`config.mk`:
```
export PLATFORM = sky130hd
export DESIGN_NAME = branch_predictor_gshare
export DESIGN_NICKNAME = d
export VERILOG_FILES = /design/src/rtl/branch_predictor_gshare.sv
export SDC_FILE = /design/constraint.sdc
export NUM_CORES = 1
export LEC_CHECK = 0
export CORE_ASPECT_RATIO = 0.6
export CORE_MARGIN = 3
export CORE_UTILIZATION = 55
export DETAILED_ROUTE_END_ITERATION = 10
export DONT_BUFFER_PORTS = 1
export HOLD_SLACK_MARGIN = 0.05
export MAX_ROUTING_LAYER = met4
export PLACE_DENSITY = 0.7
export SETUP_SLACK_MARGIN = 0.3
export SLEW_MARGIN = 0
export SYNTH_ARGS = -nofsm -noshare
export SYNTH_HDL_FRONTEND = slang
export SYNTH_SLANG_ARGS = --single-unit
```
`constraint.sdc`:
```
create_clock -name clk -period 2.7 [get_ports clk]
set_input_delay 0.27 -clock clk [delete_from_list [all_inputs] [get_ports clk]]
set_output_delay 0.27 -clock clk [all_outputs]
set_load 0.03 [all_outputs]
```
`src/rtl/branch_predictor_gshare.sv`:
```
// Gshare conditional-branch predictor: PC/GHR-indexed table of 2-bit counters with
// zero-latency prediction in ID, training and history repair at MEM resolve.
module branch_predictor_gshare #(
    parameter int unsigned GHR_W    = 4,
    parameter int unsigned PC_LSB   = 2,
    parameter logic [1:0]  CTR_INIT = 2'b01,
    parameter int unsigned STAT_W   = 32
) (
    input  logic              clk,
    input  logic              rst,
    input  logic [31:0]       pc,
    input  logic              id_advance,
    input  logic              jump_early,
    input  logic              branch_early,
    input  logic [31:0]       immID,
    input  logic              branch_resolved,
    input  logic              actual_taken,
    input  logic              mispredict,
    input  logic [GHR_W-1:0]  pht_indexMEM,
    input  logic [GHR_W-1:0]  ghr_MEM,
    output logic [31:0]       PC_Jump,
    output logic [1:0]        flush,
    output logic              jump_taken,
    output logic              predict_taken,
    output logic [GHR_W-1:0]  pht_index,
    output logic [GHR_W-1:0]  ghr_snapshot,
    output logic [31:0]       PC_saved,
    output logic [STAT_W-1:0] branch_count,
    output logic [STAT_W-1:0] mispredict_count
);

    localparam int unsigned     PHT_N    = 1 << GHR_W;
    localparam logic [STAT_W-1:0] STAT_ONE = STAT_W'(1);

    logic [GHR_W-1:0]  r_ghr;
    logic [1:0]        r_pht [PHT_N];
    logic [STAT_W-1:0] r_branch_count;
    logic [STAT_W-1:0] r_mispredict_count;

    logic [GHR_W-1:0]  w_index;
    logic [1:0]        w_ctr_id;
    logic [1:0]        w_ctr_mem;
    logic [1:0]        w_ctr_mem_nxt;
    logic              w_predict;
    logic              w_jump;
    logic              w_recover;

    // Prediction path: reads the pre-update counter, so a same-index resolve is not bypassed
    assign w_index   = pc[PC_LSB +: GHR_W] ^ r_ghr;
    assign w_ctr_id  = r_pht[w_index];
    assign w_predict = branch_early & w_ctr_id[1];
    assign w_jump    = jump_early | w_predict;
    assign w_recover = branch_resolved & mispredict;

    assign pht_index        = w_index;
    assign predict_taken    = w_predict;
    assign jump_taken       = w_jump;
    assign flush            = w_jump ? 2'b01 : 2'b00;
    assign PC_Jump          = w_jump ? immID : 32'h0;
    assign ghr_snapshot     = r_ghr;
    assign PC_saved         = pc;
    assign branch_count     = r_branch_count;
    assign mispredict_count = r_mispredict_count;

    // Saturating 2-bit counter step for the resolving entry
    assign w_ctr_mem = r_pht[pht_indexMEM];
    always_comb begin
        w_ctr_mem_nxt = w_ctr_mem;
        if (actual_taken) begin
            if (w_ctr_mem != 2'b11) w_ctr_mem_nxt = w_ctr_mem + 2'd1;
        end else begin
            if (w_ctr_mem != 2'b00) w_ctr_mem_nxt = w_ctr_mem - 2'd1;
        end
    end

    // Speculative history: mispredict repair overrides the shift of a flushed ID branch
    always_ff @(posedge clk) begin
        if (rst) begin
            r_ghr <= '0;
        end else if (w_recover) begin
            r_ghr <= GHR_W'({ghr_MEM, actual_taken});
        end else if (branch_early && id_advance) begin
            r_ghr <= GHR_W'({r_ghr, w_predict});
        end
    end

    always_ff @(posedge clk) begin
        if (rst) begin
            for (int i = 0; i < int'(PHT_N); i++) begin
                r_pht[i] <= CTR_INIT;
            end
        end else if (branch_resolved) begin
            r_pht[pht_indexMEM] <= w_ctr_mem_nxt;
        end
    end

    // Statistics, saturating at all-ones
    always_ff @(posedge clk) begin
        if (rst) begin
            r_branch_count     <= '0;
            r_mispredict_count <= '0;
        end else if (branch_resolved) begin
            if (r_branch_count != '1) r_branch_count <= r_branch_count + STAT_ONE;
            if (mispredict && (r_mispredict_count != '1)) begin
                r_mispredict_count <= r_mispredict_count + STAT_ONE;
            end
        end
    end

endmodule

```
==> qor.yml <==
routing:
  drt.antenna.violating_nets: 0
  wl_per_cell_um: 21.4
  drt_iter0_drc: 435
  drc: 0
  wl_um: 16900
  vias: 5149
  vias_per_cell: 6.51
  drt-pass1-iter-count: 5
sta:
  clock.fmax_mhz: 366
  drv_slew: 0
  finalSetupTns_ns: -0.531
  period_needed_ns: 2.73
  setup_viol: 27
  worst_pin_slew_ns: 0.647
  slew_headroom: 0.567
  hold_viol: 0
  worst_slack_ns: -0.0349
  finalCritPeriodShare: 1.01
  rsz0062_at_grt: "true"
  clock_skew_ns: 0.00806
  holdWs_ns: 0.0913
status:
  violations: "setup timing"
  outcome: "complete, but fails checks"
die:
  die_h_um: 84.9
  rows: 28
  core_area_um2: 9980
  start_util: 0.572
  chipWidth_um: 138
  io_pins: 220
  die_area_um2: 11700
global_route:
  grt-ovfl-total: 0
  grt_start_max_net_pins: 68
  grt_pass1_wl_um: 26700
  grt_pass1_vias: 4787
  grt_usage: 0.300
  antenna_found_initial: 1
logic_synthesis:
  synth-edff-count: 32
  yosys.area.top_type: "dfxtp_1"
  yosysWarnings: 0
  syn_area_um2: 5710
  syn_avg_cell_area_um2: 9.05
  synth-adder-area-share: 0.00833
  synthArstFlopShare: 0
  synth_top_flop_cell: "dfxtp_1"
  synth_mux_area_frac: 0.0585
  synth_nets: 713
  synth_most_common_cell: "dfxtp_1"
  synth_cell_type_count: 54
  ys_ff_latch: 100
  synth_top_family_by_area: "simple AND/OR/NAND/NOR gates"
  synth_top_area_share: 0.238
  synth-xor-area-share: 0.0427
  synthTopCellsByCount: "dfxtp_1, nor2_1, nand2_1"
  synth.area.top_cells: "dfxtp_1, edfxtp_1, mux4_2"
  ys_seq_area_frac: 0.407
  synth-compound-area-share: 0.116
  synthSimpleGateAreaFrac: 0.284
  syn_inst: 631
worst_setup_path:
  startpoint: "ghr_snapshot[0]"
  cp_max_fo: 8
  cp_data_required_time_ns: 2.43
  crit_path_start_kind: "flop"
  crit_path_end_kind: "output port"
  critPathKind: "flop to output port"
  r2r_start: "ghr_snapshot[0]"
  arrival_ns: 2.46
finish:
  nFillCells: 782
  post-route-util: 0.662
  final_area_um2: 6610
  drive_gt1_frac: 0.246
  area.growth.synth_to_final_pct: 15.7
  final_cells: 791
  final_nets: 732
clock_network:
  h-tree-depth: 3
  cts_root_buf: "clkbuf_16"
  cts.sinks: 100
  cts_tree: "yes"
  clkLatencyLatePin_ns: 0.33
  numCtsBuffers: 9
  path_clk_slew_ns: 0.07
  cts_buffer_depth: 2
hold_path:
  hp-class: "primary input to flop"
  hold_start: "pht_indexMEM[2]"
placed_design:
  placed_area_um2: 6020
  dp.cells: 759
  pre_cts_slack_ns: 0.0936
  place.gp.congestion: 0.825
  dp_hpwl_um: 11900
  io_buffers: 0
pwr:
  total_power_mw: 3.38
  ir_worst_vdd_uv: 367
  p_per_area_nw_per_um2: 511
  leakage_nw: 2.14
flow_run:
  drv_cap: 0
routing by layer:
layer / part of all wire / global-route usage
met5: 0 / -
met4: 0.035 / 0.127
met3: 0.10 / 0.101
met2: 0.46 / 0.433
met1: 0.40 / 0.386
path summary, 6_finish.rpt:
kind / endpoint / slack [ns] / cells after the start
min reg2reg: branch_count[19] / 0.61 / 2
max reg2reg: ghr_snapshot[0] / 0.38 / 7
max: PC_Jump[9] / -0.03 / 6
min: r_pht[14][0] / 0.09 / 1
kinds of logic after synthesis:
logic type               Yosys count
other                              1
adder cells (fa/ha/maj)            4
AND/OR/NAND/NOR                  294
multiplexers                      17
flip-flops                       100
buffers and inverters             84
AO/OA/AOI/OAI                    104
XOR/XNOR                          27
report_power, final:
group	leakage, nW	switching, mW	total, mW	internal [mW]
clock	0.136	0.526	1.21	0.686
sequential	0.838	0.0226	1.60	1.57
combinational	1.16	0.354	0.570	0.216
total	2.14	0.903	3.38	2.47
critical path: stages (launching register included):
cell	delay, ns
dfxtp_4	0.45
xor2_4	0.23
mux4_2	0.55
o211ai_1	0.25
buf_4	0.22
o221ai_4	0.18
and2_4	0.24
state kept, by name (all words and copies together) (netlist names):
signal            cells
branch_count         32
ghr_snapshot          4
mispredict_count     32
r_pht                32
timing repair:
item	4_1_cts	5_1_grt
setup endpoints to repair	35	52
gates resized for setup	38	3
setup buffers	9	0
hold endpoints to repair	67	0
pin swaps	41	2
hold buffers	1	0
cloned	5	0
final cells by class:
type,count,area (um^2),area share
Antenna cell,1,2.50,0.000379
Inverter,14,52.6,0.00795
Sequential cell,100,2330,0.352
Multi-Input combinational cell,452,3170,0.480
Clock buffer,15,270,0.0409
Tap cell,135,169,0.0256
Timing Repair Buffer,73,608,0.0920
Clock inverter,1,5.00,0.000758
layout by cell type, fill, tap and decap left out, types with 3 or more instances in the layout:
master	instances
a211oi_1	7
a311oi_1	3
or3_1	23
nor2b_1	3
mux4_2	13
and2_4	32
o31ai_1	17
nor3_1	10
clkbuf_16	10
nor4_1	13
xor2_1	3
nand4_1	23
o21ai_0	22
a21oi_1	40
nor2_1	49
buf_4	66
mux2i_1	3
or4_1	22
nand2b_1	14
xnor2_1	22
a21o_1	3
o221ai_4	4
dfxtp_1	65
or2_2	6
inv_1	14
buf_6	4
nand2_1	43
nand3_1	33
and4_1	8
clkbuf_1	4
edfxtp_1	32
No activity file was read; power rests on OpenSTA's default activity.
